===== src/rtl/photon_gate_sequencer_if.sv =====
// Handshake/bus bundle for photon_gate_sequencer.
// Host controls, shaper pulses, gate and the held result with valid/ready.
interface photon_gate_sequencer_if #(
   parameter int CNT_W = 16,
   parameter int WIN_W = 24
);
   logic             start;
   logic             abort;
   logic [WIN_W-1:0] win_len;
   logic             pulse_a;
   logic             pulse_b;
   logic             gate;
   logic             busy;
   logic [CNT_W-1:0] cnt_a;
   logic [CNT_W-1:0] cnt_b;
   logic [CNT_W-1:0] cnt_ab;
   logic             sat;
   logic             res_valid;
   logic             res_ready;

   modport master (
      output start, abort, win_len, pulse_a, pulse_b, res_ready,
      input  gate, busy, cnt_a, cnt_b, cnt_ab, sat, res_valid
   );

   modport slave (
      input  start, abort, win_len, pulse_a, pulse_b, res_ready,
      output gate, busy, cnt_a, cnt_b, cnt_ab, sat, res_valid
   );
endinterface


===== src/rtl/photon_gate_sequencer.sv =====
// Gated two-channel pulse counter with A/B coincidence detection.
// Ports: clk, rst (async, active high), bus (slave: start/abort/win_len,
// pulse_a/b in; gate, busy, cnt_a/b/ab, sat, res_valid/res_ready out).
module photon_gate_sequencer #(
   parameter int CNT_W = 16,
   parameter int WIN_W = 24,
   parameter int COINC = 3
) (
   input logic                   clk,
   input logic                   rst,
   photon_gate_sequencer_if.slave bus
);
   typedef enum logic [1:0] {IDLE, ARM, COUNT, HOLD} state_t;

   localparam logic [2:0] CMAX = 3'(COINC);

   state_t           state, state_nxt;
   logic [WIN_W-1:0] rem, rem_nxt;
   logic [CNT_W-1:0] cnt_a, cnt_b, cnt_ab;
   logic [CNT_W-1:0] a_nxt, b_nxt, ab_nxt;
   logic             sat, sat_nxt;
   logic [2:0]       age_a, age_b;
   logic             rec_a, rec_b;
   logic [3:0]       trk_a, trk_b;
   logic             clr, pa, pb, coinc;

   function automatic logic [CNT_W-1:0] inc(
      input logic [CNT_W-1:0] v,
      input logic             en
   );
      return (en && v != '1) ? v + CNT_W'(1) : v;
   endfunction

   // Returns {recent, age}. rec stays set while the partner pulse would
   // still be within COINC cycles of this one; age saturates at COINC.
   function automatic logic [3:0] track(
      input logic [2:0] age,
      input logic       rec,
      input logic       hit,
      input logic       used
   );
      logic [3:0] nx;
      nx = {1'b0, age} + 4'd1;
      if (used)
         return 4'b0000;
      else if (hit)
         return {COINC != 0, 3'd0};
      else
         return {rec & (nx < 4'(COINC)),
                 (age == CMAX) ? age : nx[2:0]};
   endfunction

   assign pa    = bus.pulse_a & (state == COUNT);
   assign pb    = bus.pulse_b & (state == COUNT);
   assign coinc = (pa & pb) | (pa & rec_b) | (pb & rec_a);
   assign trk_a = track(age_a, rec_a, pa, coinc);
   assign trk_b = track(age_b, rec_b, pb, coinc);

   always_comb begin
      state_nxt = state;
      rem_nxt   = rem;
      clr       = 1'b0;
      unique case (state)
         IDLE: begin
            if (bus.start) begin
               state_nxt = ARM;
               rem_nxt   = bus.win_len;
            end
         end
         ARM: begin
            clr = 1'b1;
            if (bus.abort)
               state_nxt = IDLE;
            else if (rem == '0)
               state_nxt = HOLD;
            else
               state_nxt = COUNT;
         end
         COUNT: begin
            rem_nxt = rem - WIN_W'(1);
            if (bus.abort)
               state_nxt = IDLE;
            else if (rem == WIN_W'(1))
               state_nxt = HOLD;
         end
         HOLD: begin
            if (bus.res_ready)
               state_nxt = IDLE;
         end
         default: state_nxt = IDLE;
      endcase
   end

   always_comb begin
      a_nxt   = inc(cnt_a, pa);
      b_nxt   = inc(cnt_b, pb);
      ab_nxt  = inc(cnt_ab, coinc);
      sat_nxt = sat | (&a_nxt) | (&b_nxt) | (&ab_nxt);
      if (clr) begin
         a_nxt   = '0;
         b_nxt   = '0;
         ab_nxt  = '0;
         sat_nxt = 1'b0;
      end
   end

   always_ff @(posedge clk or posedge rst) begin
      if (rst) begin
         state  <= IDLE;
         rem    <= '0;
         cnt_a  <= '0;
         cnt_b  <= '0;
         cnt_ab <= '0;
         sat    <= 1'b0;
         age_a  <= '0;
         age_b  <= '0;
         rec_a  <= 1'b0;
         rec_b  <= 1'b0;
      end else begin
         state  <= state_nxt;
         rem    <= rem_nxt;
         cnt_a  <= a_nxt;
         cnt_b  <= b_nxt;
         cnt_ab <= ab_nxt;
         sat    <= sat_nxt;
         if (clr) begin
            age_a <= '0;
            age_b <= '0;
            rec_a <= 1'b0;
            rec_b <= 1'b0;
         end else begin
            {rec_a, age_a} <= trk_a;
            {rec_b, age_b} <= trk_b;
         end
      end
   end

   assign bus.gate      = (state == COUNT);
   assign bus.busy      = (state != IDLE);
   assign bus.res_valid = (state == HOLD);
   assign bus.cnt_a     = cnt_a;
   assign bus.cnt_b     = cnt_b;
   assign bus.cnt_ab    = cnt_ab;
   assign bus.sat       = sat;
endmodule


===== src/flat_wrapper.sv =====
// flat-port wrapper written by rule: the top's interface ports become plain ports
module photon_gate_sequencer_flat 
#(
   parameter int CNT_W = 16,
   parameter int WIN_W = 24,
   parameter int COINC = 3
)
  (clk, rst, bus_start, bus_abort, bus_win_len, bus_pulse_a, bus_pulse_b, bus_res_ready, bus_gate, bus_busy, bus_cnt_a, bus_cnt_b, bus_cnt_ab, bus_sat, bus_res_valid);
  photon_gate_sequencer_if #(.CNT_W(CNT_W), .WIN_W(WIN_W)) bus_i ();
  input logic clk;
  input logic rst;
  input wire logic [$bits(bus_i.start)-1:0] bus_start;
  input wire logic [$bits(bus_i.abort)-1:0] bus_abort;
  input wire logic [$bits(bus_i.win_len)-1:0] bus_win_len;
  input wire logic [$bits(bus_i.pulse_a)-1:0] bus_pulse_a;
  input wire logic [$bits(bus_i.pulse_b)-1:0] bus_pulse_b;
  input wire logic [$bits(bus_i.res_ready)-1:0] bus_res_ready;
  output wire logic [$bits(bus_i.gate)-1:0] bus_gate;
  output wire logic [$bits(bus_i.busy)-1:0] bus_busy;
  output wire logic [$bits(bus_i.cnt_a)-1:0] bus_cnt_a;
  output wire logic [$bits(bus_i.cnt_b)-1:0] bus_cnt_b;
  output wire logic [$bits(bus_i.cnt_ab)-1:0] bus_cnt_ab;
  output wire logic [$bits(bus_i.sat)-1:0] bus_sat;
  output wire logic [$bits(bus_i.res_valid)-1:0] bus_res_valid;
  assign bus_i.start = bus_start;
  assign bus_i.abort = bus_abort;
  assign bus_i.win_len = bus_win_len;
  assign bus_i.pulse_a = bus_pulse_a;
  assign bus_i.pulse_b = bus_pulse_b;
  assign bus_i.res_ready = bus_res_ready;
  assign bus_gate = bus_i.gate;
  assign bus_busy = bus_i.busy;
  assign bus_cnt_a = bus_i.cnt_a;
  assign bus_cnt_b = bus_i.cnt_b;
  assign bus_cnt_ab = bus_i.cnt_ab;
  assign bus_sat = bus_i.sat;
  assign bus_res_valid = bus_i.res_valid;
  photon_gate_sequencer #(.CNT_W(CNT_W), .WIN_W(WIN_W), .COINC(COINC)) u_core (.clk(clk), .rst(rst), .bus(bus_i));
endmodule

===== config.mk =====
export PLATFORM = sky130hd
export DESIGN_NAME = photon_gate_sequencer_flat
export DESIGN_NICKNAME = d
export VERILOG_FILES = /design/src/rtl/photon_gate_sequencer_if.sv /design/src/rtl/photon_gate_sequencer.sv /design/src/flat_wrapper.sv
export SDC_FILE = /design/constraint.sdc
export NUM_CORES = 1
export LEC_CHECK = 0
export ABC_AREA = 1
export ABC_CLOCK_PERIOD_IN_PS = 2350
export BUFFER_PORTS_ARGS = -buffer_cell sky130_fd_sc_hd__buf_2
export CORE_MARGIN = 2
export CORE_UTILIZATION = 58
export CTS_CLUSTER_DIAMETER = 100
export CTS_CLUSTER_SIZE = 40
export DETAILED_ROUTE_END_ITERATION = 10
export PLACE_DENSITY = 0.88
export SYNTH_ARGS = -nofsm -noshare
export SYNTH_HDL_FRONTEND = slang
export SYNTH_SLANG_ARGS = --single-unit

===== constraint.sdc =====
create_clock -name clk -period 2.35 [get_ports clk]
set_input_delay 0 -clock clk [delete_from_list [all_inputs] [get_ports clk]]
set_output_delay 0 -clock clk [all_outputs]
set_load 0.01 [all_outputs]

# Word level (Yosys, flattened, before mapping)
# Index checks and enable logic that the tools add are counted.
# word_totals
reg_bits,83
in_bits,31
# op_classes
n_eq_ne,14
muxes,27
n_bitwise,12
n_lt_le_gt_ge,2
add_sub_neg,6
n_reduce_logical,12
# op_table
operator,count
two-way mux 16 bit,6
adder 16 x 1 -> 16 bit (second input constant),3
inequality test 16 bit (second input constant),3
case mux 24 bit (2 select lines),1
AND reduction 16 bit,3
== test 24 x 1 -> 1 bit (second input constant),1
logical NOT 24 bit,1
two-way mux 24 bit,1
subtractor 24 x 1 -> 24 bit (second input constant),1
two-way mux 4 bit,4
two-way mux 3 bit,4
two-way mux 2 bit,5
adder 3 x 1 -> 4 bit (second input constant),2
< comparator 4 x 2 -> 1 bit (second input constant),2
inequality test 4 x 1 -> 1 bit (second input constant),2
case mux 2 bit (4 select lines),1
bitwise AND 1 bit,7
== test 3 x 2 -> 1 bit (second input constant),2
two-way mux 1 bit,5
OR 1 bit,5
== test 2 bit (second input constant),2
inequality test 2 bit (second input constant),2
nonzero test 2 bit,2
logical AND 1 bit,3
other kinds (5),5

# Longest topological paths before layout
# Gate-level depths: netlist of the first run.
# depth
word_depth,10
mapped_depth,18

# Worst setup path before layout of the first run
# OpenSTA, ideal clock, no wires.
# synth_path
path_kind,reg2reg
startpoint,reg u_core.cnt_b[1] (netlist: u_core.bus.cnt_b[1])
endpoint,reg u_core.sat (netlist: u_core.bus.sat)
setup_ps,132
t_arrival_ps,1890
path_slack_ps,329
stages_incl_launch_ff,16
path_buffers,1
cell_sequence,dfrtp_1 ha_1 nand2_1 nor2_2 nand2_1 o21ai_1 buf_2 nand2_1 nand2_1 nor2_1 nand2_1 nor2_1 nand2_1 nand3_1 nor2_1 nor2_1
# synth_via
elab_chain_len,7
elab_cells_between_ends,8
classes_between,1 x add/sub; 1 x eq/ne; 2 x mux; 2 x bitwise; 2 x reduce/logical
# synth_lines
item,line_no,source
start: declaration,photon_gate_sequencer.sv:19,"logic [CNT_W-1:0] cnt_a, cnt_b, cnt_ab;"
start signal: assignment,photon_gate_sequencer.sv:123,cnt_b <= b_nxt;
branches (longest 2 deep; another with adder 16 x 1 -> 16 bit),--,
two-way mux 16 bit (*),photon_gate_sequencer.sv:31,return (en && v != '1) ? v + CNT_W'(1) : v;
AND reduction 16 bit (*),photon_gate_sequencer.sv:98,sat_nxt = sat | (&a_nxt) | (&b_nxt) | (&ab_nxt);
OR 1 bit (*) (2 in series),photon_gate_sequencer.sv:98,
two-way mux 1 bit (*),photon_gate_sequencer.sv:99,if (clr) begin
net u_core.sat_nxt,photon_gate_sequencer.sv:21,"logic sat, sat_nxt;"
end signal: assignment,photon_gate_sequencer.sv:125,sat <= sat_nxt;
end: declaration,photon_gate_sequencer.sv:21,
# Mark *: on every way through the listed nets, which the timed path passes.
# A chain may end at the register's enable or synchronous reset.

# Final worst setup path of the first run
# layout_path
startpoint,reg u_core.cnt_ab[1] (netlist: u_core.bus.cnt_ab[1])
endpoint,reg u_core.sat (netlist: u_core.bus.sat)
# layout_via
elab_chain_len,6
elab_cells_between_ends,7
classes_between,1 x add/sub; 1 x eq/ne; 2 x mux; 1 x bitwise; 2 x reduce/logical
# layout_lines
item,line_no,source
start: declaration,photon_gate_sequencer.sv:19,
start signal: assignment,photon_gate_sequencer.sv:124,cnt_ab <= ab_nxt;
branches (longest 2 deep; another with adder 16 x 1 -> 16 bit),--,
two-way mux 16 bit (*),photon_gate_sequencer.sv:31,
AND reduction 16 bit (*),photon_gate_sequencer.sv:98,
OR 1 bit (*),photon_gate_sequencer.sv:98,
two-way mux 1 bit (*),photon_gate_sequencer.sv:99,
net u_core.sat_nxt,photon_gate_sequencer.sv:21,
# Marked as above.

==> results of run 1 <==
worst paths after layout:
path | start | end | slack [ps] | cells after the start
worst max-delay path | u_core.bus.cnt_ab[1] | u_core.bus.sat | 130 | 15
worst min-delay path | bus_pulse_a | u_core.rec_a | 120 | 3
worst max register to register | u_core.bus.cnt_ab[1] | u_core.bus.sat | 130 | 15
worst min register to register | u_core.rem[23] | u_core.rem[23] | 500 | 2
max in group asynchronous | rst | u_core.bus.sat | 1430 | 4
min in group asynchronous | rst | u_core.bus.cnt_a[8] | 260 | 3
sequential cells by signal (all words and copies together) (netlist names):
name and count:
u_core.rem 24, u_core.bus.cnt_a 16, u_core.bus.cnt_ab 16, u_core.bus.cnt_b 16, u_core.age_a 3, u_core.age_b 3
u_core.state 2, u_core.bus.sat 1, u_core.rec_a 1, u_core.rec_b 1
worst reg2reg max path: cells and delay by family (launching register included):
kind,cells,cell delay (ps)
buf+inv,2,190
simple gates,12,1300
fa+ha+maj,1,210
flops,1,410
cell families after synthesis:
family | share of synthesized area, %
simple gates | 39.0
buf+inv | 7.92
flops | 37.7
fa+ha+maj | 2.49
xor+xnor | 5.24
compound gates | 7.69
layer usage:
metal / vias up / GRT usage, %
met5: - / 0
met4: 0 / 9.98
met3: 31 / 3.24
met2: 189 / 48.5
met1: 2689 / 37.2
li1: 2910 / -
through the flow:
step                instances  util (%)  power [W]  setup TNS [ps]  hold WS, ps
floorplan                 832         -    0.00491               0          127
global placement         1047      66.9    0.00584               0          124
detailed placement       1047      66.9    0.00595           -33.1          136
CTS                      1092      72.4    0.00712               0         78.3
global route             1098      73.3    0.00787           -36.9          158
finish                   1098      73.3    0.00724               0          117
what timing repair did:
item / CTS / global route
setup buffers: 0 / 5
setup endpoints to repair: 1 / 2
endpoints found under the hold margin: 63 / 0
pin swaps: 0 / 3
gates cloned: 0 / 1
hold buffers: 29 / 0
resized for setup: 1 / 10
Yosys cell counts (2+ instances only):
master / count / area, um2
xnor2_1: 8 / 70.1
clkbuf_1: 10 / 37.5
o21bai_1: 4 / 30.0
inv_1: 97 / 364
o22ai_1: 5 / 31.3
ha_1: 11 / 138
o21ai_0: 24 / 120
xor2_1: 25 / 219
buf_2: 2 / 10.0
nor2_2: 4 / 25.0
nand2_1: 264 / 991
a21oi_1: 20 / 100
or2_2: 3 / 18.8
nand3b_1: 3 / 22.5
nor2_1: 157 / 589
buf_1: 2 / 7.51
o32ai_1: 2 / 17.5
nand3_1: 50 / 250
nor3_1: 12 / 60.1
o221ai_1: 5 / 43.8
dfrtp_1: 83 / 2080
o211ai_1: 5 / 37.5
nand4_1: 23 / 144
nor4_1: 3 / 18.8
cell usage in the layout, fill, tap and decap left out, types with 2 or more instances in the layout:
master and instances:
o21ai_0 24, nor2_1 154, buf_4 23, inv_6 2, o22ai_1 5, nand2_1 262
nand4_1 23, nor3_2 2, clkinv_4 2, nor4_1 3, o32ai_1 2, dfrtp_1 83
nand3_1 50, a21oi_1 20, nand3b_1 3, o21bai_1 4, buf_2 82, xor2_1 25
ha_1 9, o211ai_1 5, clkbuf_8 10, or2_2 3, o221ai_1 5, dlygate4sd3_1 29
xnor2_1 8, nor3_1 10, nor2_4 5, nor2_2 4, inv_1 96, nand2_2 2
ha_2 2
report_power, final:
group	total (W)	leakage (nW)	switching [W]	internal [W]
clock network	0.00110	0.103	0.000570	0.000532
logic	0.00357	2.20	0.00222	0.00135
registers	0.00257	1.07	0.000601	0.00197
final cells by class:
class                   instances  area share [%]
inverters                      98            5.49
clock buffers                  10            2.03
repair buffers                135            13.2
clock inverters                 6            1.07
well taps                     129            2.38
flip-flops and latches         83            30.7
multi-input cells             637            45.1
==> flow_summary_export.csv, run 1 <==
group,metric,value,unit
clock_tree,numCtsBuffers,9,
critical_path,crit_top_cell,"nor2_1",
power_and_ir_drop,leakage,3.37,nW
route,dr.max_layer_used,"met4",
timing,max_freq,450,MHz
cells_and_area,finalInstanceArea,6770,um2
timing,worst_pin_slew,718,ps
cells_and_area,n_antenna_cell,0,
clock_tree,cts.htree.levels,3,
floorplanning,die_height,102,um
route,drc,0,
critical_path,cp_cell_sequence,"ha_2 -> nand2_1 -> nor2_2 -> nand2_2 -> inv_1 -> nand2_1 -> nand2_4 -> inv_4 -> or2_2 -> nand3_1 -> nor2_1 -> nand2_1 -> nor2_1 -> nor2_1 -> nor2_1",
power_and_ir_drop,p_per_area,1070,nW/um2
critical_path,crit_fanout,17,
worst_hold_path,hold_class,"input pin to register",
floorplanning,start_util,59.7,%
synth,synth_area_per_cell,6.63,um2
floorplanning,num_io_pins,83,
cells_and_area,nets,1006,
synth,synth.distinct_cells,34,
cells_and_area,multiInputGateArea,3060,um2
critical_path,path_delay_family,"simple AND/OR/NAND/NOR gates",
global_route,grt-ovfl-total,0,
critical_path,crit_arrival,2450,ps
synth,synth_enable_flop_cells,0,
timing,period_needed,2220,ps
route,wirelength_met1,6330,um
synth,yosysSeqAreaShare,37.7,%
floorplanning,row_count,35,
synth,syn_area,5520,um2
floorplanning,die_w,102,um
critical_path,cp_slowest_stage_delay,410,ps
route,num_vias,5819,
global_route,grt_pass1_vias,5329,
route,dr.pass1.iters,5,
timing,finalSetupViolations,0,
route,wl_met3,634,um
route,first_iter_violations,256,
clock_tree,clkLatencyLatePin,360,ps
global_route,antenna_found_initial,0,
power_and_ir_drop,ir_drop,0.651,mV
synth,yosys_warnings,0,
run,max-cap-violations,0,
synth,synth-main-ff-cell,"dfrtp_1",
placement,dp_hpwl,9880,um
cells_and_area,ff_latch_area,2080,um2
clock_tree,clock-sinks,83,
floorplanning,dieArea,10300,um2
clock_tree,clkTransAtPathRegs,90,ps
floorplanning,coreArea,9240,um2
timing,clock_skew,12.9,ps
global_route,grt_usage,28.3,%
timing,slew_violations,0,
synth,syn-num-nets,874,
cells_and_area,area_delta_synth_final,22.7,%
route,wl_per_cell,12.9,um
placement,dpl_cell_area,6190,um2
critical_path,crit_buf_inv,2,
placement,place.gp.congestion,0.997,
critical_path,path_class,"register to register",
placement,dpl_worst_slack,-33.1,ps
route,ant_nets,0,
synth,syn_inst,832,
global_route,grt_max_degree,40,
synth,async_flop_share,100,%
global_route,grt_pass1_wl,23600,um
synth,synth-seq-cells,83,
clock_tree,cts-root-buf,"clkbuf_8",
timing,worst_slack,130,ps
critical_path,cpMaxStageDelayCell,"dfrtp_1",
timing,report.final.hold_viol_count,0,
clock_tree,cts_tree,"done",
cells_and_area,fillers,742,
critical_path,end_kind,"register",
timing,worst_slew_margin_rel,52.1,%
clock_tree,cts_buffer_depth,2,
status,status,"complete, no violations",
cells_and_area,drive_above_1_share,15.0,%
critical_path,required,2580,ps
placement,portBuffers,82,
route,wl_met2,6950,um
timing,period_share,94.5,%
route,via_per_inst,5.30,
route,wirelength,14200,um
critical_path,start_kind,"register",
Note: power is estimated with default switching activity, not from simulation.
==> run 2: changes to the inputs <==
--- a/config.mk
+++ b/config.mk
@@ -5,7 +5,7 @@
 export SDC_FILE = /design/constraint.sdc
 export NUM_CORES = 1
 export LEC_CHECK = 0
-export ABC_AREA = 1
+export ABC_AREA = 0
 export ABC_CLOCK_PERIOD_IN_PS = 2350
 export BUFFER_PORTS_ARGS = -buffer_cell sky130_fd_sc_hd__buf_2
 export CORE_MARGIN = 2
==> flow_summary_export.csv, run 2 <==
group,metric,value,unit
synth,synth_enable_flop_cells,0,
critical_path,start_kind,"register",
placement,place.gp.congestion,0.911,
route,num_vias,5553,
timing,slew_violations,0,
synth,syn_area,5270,um2
critical_path,required,2640,ps
cells_and_area,utilization,75.5,%
cells_and_area,regMostFlops,"u_core.rem",
route,first_iter_violations,406,
synth,yosys_warnings,0,
timing,report.final.hold_viol_count,0,
clock_tree,cts_tree,"done",
clock_tree,clock-sinks,83,
floorplanning,dieArea,9870,um2
critical_path,r2r_cells,7,
clock_tree,cts.htree.levels,3,
status,status,"finished, violations left",
cells_and_area,finalInstanceArea,6620,um2
cells_and_area,layout_common_cells,"nor2_1, dfrtp_1, buf_2",
status,violations,"setup timing",
placement,dpl_cell_area,6140,um2
cells_and_area,area_delta_synth_final,25.5,%
worst_hold_path,hold_end,"u_core.rem[4]",
global_route,antenna_found_initial,1,
cells_and_area,layout_commonest_cell,"nor2_1",
timing,period_share,103,%
synth,synth.most_common_cell,"nor2_1",
global_route,grt_pass1_vias,5363,
timing,rsz0062_at_grt,"yes",
clock_tree,clkLatencyLatePin,360,ps
power_and_ir_drop,p_per_area,799,nW/um2
route,wirelength,15100,um
synth,synth_area_leaders,"dfrtp_1, nor2_1, nand2_1, a21oi_1, xnor2_1",
route,wl_per_cell,17.2,um
synth,synth-seq-cells,83,
floorplanning,die_height,99.3,um
timing,worst_slack,-76.8,ps
cells_and_area,fillers,605,
synth,syn-num-nets,661,
cells_and_area,nets,808,
critical_path,timing.rr.end,"u_core.rem[19]",
cells_and_area,layoutNonFillerInstCount,879,
synth,synth_top_area_share,39.4,%
placement,dp.cells,837,
power_and_ir_drop,leakage,3.00,nW
synth,synth.distinct_cells,76,
route,dr.pass1.iters,5,
global_route,grt_usage,30.2,%
clock_tree,numCtsBuffers,9,
global_route,grt_max_degree,44,
global_route,grt_pass1_wl,24500,um
floorplanning,start_util,60.2,%
timing,worst_pin_slew,758,ps
critical_path,r2r-start,"u_core.rem[8]",
timing,finalSetupViolations,5,
power_and_ir_drop,ir_drop,0.705,mV
cells_and_area,drive_above_1_share,26.2,%
critical_path,path_class,"register to register",
critical_path,crit_arrival,2720,ps
placement,dpl_worst_slack,-21.7,ps
synth,yosysSeqAreaShare,39.4,%
critical_path,reg2reg_setup_slack,-80,ps
clock_tree,cts-root-buf,"clkbuf_8",
route,drc,0,
synth,synth-main-ff-cell,"dfrtp_1",
global_route,grt-ovfl-total,0,
worst_hold_path,hold_class,"input pin to register",
worst_hold_path,holdCritStartpoint,"bus_win_len[4]",
cells_and_area,largest_reg_flops,24,
timing,clock_skew,8.05,ps
floorplanning,num_io_pins,83,
placement,portBuffers,82,
clock_tree,clkTransAtPathRegs,80,ps
route,ant_nets,0,
floorplanning,row_count,34,
route,via_per_inst,6.32,
placement,dp_hpwl,10600,um
worst_hold_path,whs_path_depth,4,
synth,synth_common_cells,"nor2_1, dfrtp_1, nand2_1, a21oi_1, nand3_1",
clock_tree,cts_buffer_depth,2,
synth,syn_inst,619,
synth,yosysTopAreaCell,"dfrtp_1",
timing,max_freq,412,MHz
synth,synth_area_per_cell,8.52,um2
floorplanning,die_w,99.3,um
timing,worst_slew_margin_rel,49.5,%
synth,async_flop_share,100,%
timing,period_needed,2430,ps
critical_path,end_kind,"register",
critical_path,crit_fanout,4,
run,max-cap-violations,0,
floorplanning,coreArea,8760,um2
run 2: how the worst max path moves through the flow:
stage / from / endpoint / slack, ps / depth (start not counted)
floorplan: u_core.bus.cnt_b[0] / u_core.bus.cnt_b[7] / 50 / 8
global placement: u_core.rem[8] / u_core.rem[22] / 90 / 7
detailed placement: u_core.rem[8] / u_core.rem[19] / -20 / 7
CTS: u_core.rem[8] / u_core.rem[19] / -20 / 7
global route: u_core.bus.cnt_b[0] / u_core.bus.sat / -170 / 8
finish: u_core.rem[8] / u_core.rem[19] / -80 / 7
run 2: layer usage:
| layer | track usage (%) | share of wire [%] | up-vias |
|---|---|---|---|
| met5 | 0 | 0 | - |
| met2 | 52.3 | 51 | 295 |
| met3 | 4.08 | 6.5 | 66 |
| met1 | 37.3 | 39 | 2642 |
| met4 | 14.2 | 3.2 | 0 |
| li1 | - | - | 2550 |
run 2: logic make-up (layout without fill, tap and decap cells):
group,Yosys count,count (layout),synth area share [%]
AND/OR/NAND/NOR,301,301,30.4
multiplexers,9,9,1.78
flip-flops,83,83,39.4
adder cells (fa/ha/maj),11,11,2.61
buffers and inverters,51,202,3.80
other,0,1,0
XOR/XNOR,36,36,5.98
AO/OA/AOI/OAI,128,128,16.1
run 2: critical path: stages (launching register included):
cell	delay, ps
dfrtp_1	420
or4_4	590
nor4_4	240
nand3_2	120
or3_4	380
or2_4	290
nor3_2	160
a221o_1	150
run 2: metrics by stage:
step / total power [W] / TNS, ps / hold slack, ps
CTS: 0.00512 / -16.5 / 33.0
detailed placement: 0.00418 / -21.7 / 151
finish: 0.00528 / -122 / 37.9
global placement: 0.00404 / 0 / 155
floorplan: 0.00347 / 0 / 98.2
global route: 0.00559 / -501 / 77.6
run 2: area by class of cell:
class | count | area, um2 | area share [%]
inverter | 21 | 80.1 | 1.21
clock inverter | 3 | 15.0 | 0.227
clock buffer | 12 | 145 | 2.19
sequential | 83 | 2080 | 31.4
multi-input combinational | 485 | 3070 | 46.4
timing repair buffer | 166 | 1090 | 16.5
antenna | 1 | 2.50 | 0.0378
tap | 108 | 135 | 2.04
run 2: where the power goes:
| part | internal [W] | total (W) | switching, W |
|---|---|---|---|
| Sequential | 0.00173 | 0.00212 | 0.000391 |
| Combinational | 0.000896 | 0.00225 | 0.00135 |
| Clock | 0.000403 | 0.000915 | 0.000511 |
| Total | 0.00303 | 0.00528 | 0.00225 |
run 2: repair_timing:
item | CTS | global route
hold buffers | 19 | 0
hold endpoints to repair | 58 | 0
resized for setup | 2 | 15
buffers inserted | 2 | 5
endpoints found under the setup margin | 3 | 11
cloned | 0 | 0
pin swaps | 0 | 6
==> run 3: changes to the inputs <==
--- a/config.mk
+++ b/config.mk
@@ -6,11 +6,9 @@
 export NUM_CORES = 1
 export LEC_CHECK = 0
 export ABC_AREA = 0
-export ABC_CLOCK_PERIOD_IN_PS = 2350
 export BUFFER_PORTS_ARGS = -buffer_cell sky130_fd_sc_hd__buf_2
-export CORE_MARGIN = 2
 export CORE_UTILIZATION = 58
-export CTS_CLUSTER_DIAMETER = 100
+export CTS_CLUSTER_DIAMETER = 120
 export CTS_CLUSTER_SIZE = 40
 export DETAILED_ROUTE_END_ITERATION = 10
 export PLACE_DENSITY = 0.88
==> flow_summary_export.csv, run 3 (same netlist as run 2, synthesis figures left out) <==
group,metric,value,unit
route,drc,0,
floorplanning,start_util,60.2,%
clock_tree,cts.htree.levels,3,
timing,finalSetupViolations,3,
placement,dp_hpwl,10200,um
power_and_ir_drop,power.share.clock,22.8,%
route,num_vias,5516,
global_route,grt_use_met3,4.32,%
global_route,grt_usage,32.0,%
global_route,use_met2,54.7,%
cells_and_area,drive_above_1_share,25.8,%
global_route,grt_pass1_wl,24900,um
placement,portBuffers,82,
floorplanning,dieArea,9480,um2
power_and_ir_drop,sequentialPowerShare,38.1,%
critical_path,crit_arrival,2660,ps
timing,period_share,103,%
timing,worst_pin_slew,629,ps
run,max-cap-violations,0,
power_and_ir_drop,ir_drop,0.594,mV
cells_and_area,area_delta_synth_final,26.4,%
clock_tree,clock-sinks,83,
timing,max_freq,413,MHz
timing,slew_violations,0,
global_route,met1_usage,40.3,%
timing,worst_slack,-69.8,ps
placement,dp.cells,838,
route,dr.pass1.iters,5,
power_and_ir_drop,p_sw,0.00222,W
clock_tree,cts_tree,"done",
critical_path,path_class,"register to register",
cells_and_area,largest_reg_flops,24,
power_and_ir_drop,leakage,3.01,nW
power_and_ir_drop,p_per_area,832,nW/um2
floorplanning,coreArea,8760,um2
critical_path,required,2590,ps
critical_path,end_kind,"register",
timing,report.final.hold_viol_count,0,
power_and_ir_drop,power_frac_comb,39.2,%
route,wl_per_cell,17.0,um
status,status,"finished, violations left",
global_route,antenna_found_initial,0,
placement,place.gp.congestion,0.928,
timing,period_needed,2420,ps
global_route,grt-ovfl-total,0,
cells_and_area,layoutNonFillerInstCount,874,
timing,clock_skew,8.64,ps
timing,rsz0062_at_grt,"yes",
status,violations,"setup timing",
cells_and_area,regMostFlops,"u_core.rem",
clock_tree,clkLatencyLatePin,360,ps
timing,worst_slew_margin_rel,57.5,%
floorplanning,die_w,97.3,um
route,ant_nets,0,
power_and_ir_drop,p_int,0.00332,W
cells_and_area,finalInstanceArea,6670,um2
floorplanning,num_io_pins,83,
worst_hold_path,hold_class,"input pin to register",
cells_and_area,layout_commonest_cell,"nor2_1",
cells_and_area,n_antenna_cell,0,
cells_and_area,layout_common_cells,"nor2_1, dfrtp_1, buf_2",
global_route,top_usage_layer,"met2",
placement,dpl_cell_area,6160,um2
route,first_iter_violations,370,
cells_and_area,nets,803,
power_and_ir_drop,p_sw_share,40.0,%
route,via_per_inst,6.31,
critical_path,start_kind,"register",
clock_tree,cts_buffer_depth,2,
clock_tree,numCtsBuffers,9,
route,wirelength,14900,um
critical_path,crit_fanout,4,
floorplanning,die_height,97.3,um
clock_tree,cts-root-buf,"clkbuf_8",
clock_tree,clkTransAtPathRegs,80,ps
floorplanning,row_count,34,
global_route,grt_max_degree,84,
global_route,grt_pass1_vias,5411,
run 3: cell types whose count changed in the layout (fill, tap and decap cells not counted), moves of 2 or more:
cell	delta
bufinv_16	+3
o21ai_1	+2
nor3_4	+2
buf_4	-6
nor3_2	-3
o21ai_2	-2
run 3: metal layers:
layer | part of all wire, % | vias up
li1 | - | 2543
met1 | 40 | 2651
met2 | 51 | 272
met3 | 5.9 | 50
met4 | 3.1 | 0
met5 | 0 | -
run 3: cell type report:
class                      instances  area [um2]
clock inverter                     5         100
tap                              108         135
clock buffer                      11         141
fill                             619        2100
multi-input combinational        485        3070
timing repair buffer             161        1060
sequential                        83        2080
inverter                          21        80.1
run 3: path summary, 6_finish.rpt:
path                            startpoint  depth (start not counted)         endpoint  slack, ps
max                          u_core.rem[8]                          7   u_core.rem[20]        -70
min                        bus_win_len[14]                          3   u_core.rem[14]         20
max reg2reg                  u_core.rem[8]                          7   u_core.rem[20]        -70
min reg2reg                 u_core.rem[20]                          1   u_core.rem[20]        540
max in group asynchronous              rst                          4  u_core.age_b[2]       1720
min in group asynchronous              rst                          4   u_core.rem[22]        250
run 3: power by group through the flow:
| stage | Clock [W] | Combinational (W) | Sequential [W] |
|---|---|---|---|
| floorplan | 0 | 0.00144 | 0.00202 |
| global placement | 0 | 0.00197 | 0.00207 |
| detailed placement | 0 | 0.00207 | 0.00210 |
| CTS | 0.00127 | 0.00211 | 0.00208 |
| global route | 0.00132 | 0.00240 | 0.00216 |
| finish | 0.00126 | 0.00217 | 0.00211 |
run 3: per-stage QoR:
step / util [%] / TNS [ps] / setup WS, ps / hold slack [ps] / total power [W]
3_3_place_gp: 70.2 / 0 / 90.4 / 124 / 0.00404
3_5_place_dp: 70.2 / 0 / 4.25 / 131 / 0.00417
2_1_floorplan: - / 0 / 50.1 / 98.2 / 0.00347
5_1_grt: 76.1 / -717 / -159 / 10.1 / 0.00588
4_1_cts: 75.2 / -33.9 / -33.9 / 11.7 / 0.00546
6_report: 76.1 / -144 / -69.8 / 20.6 / 0.00554
run 3: worst max-delay path, cell delays in order, from the launching register on:
cell	delay, ps
dfrtp_1	400
or4_4	580
nor4_4	250
nand3_2	120
or3_4	390
nor3_2	160
o21ai_1	90
a221o_1	310
run 3: what timing repair did:
action                     4_1_cts  5_1_grt
hold endpoints to repair       100        0
setup endpoints to repair        2       19
hold buffers                    18        0
pin swaps                        0        7
setup buffers                    0        2
gates resized for setup          2       16
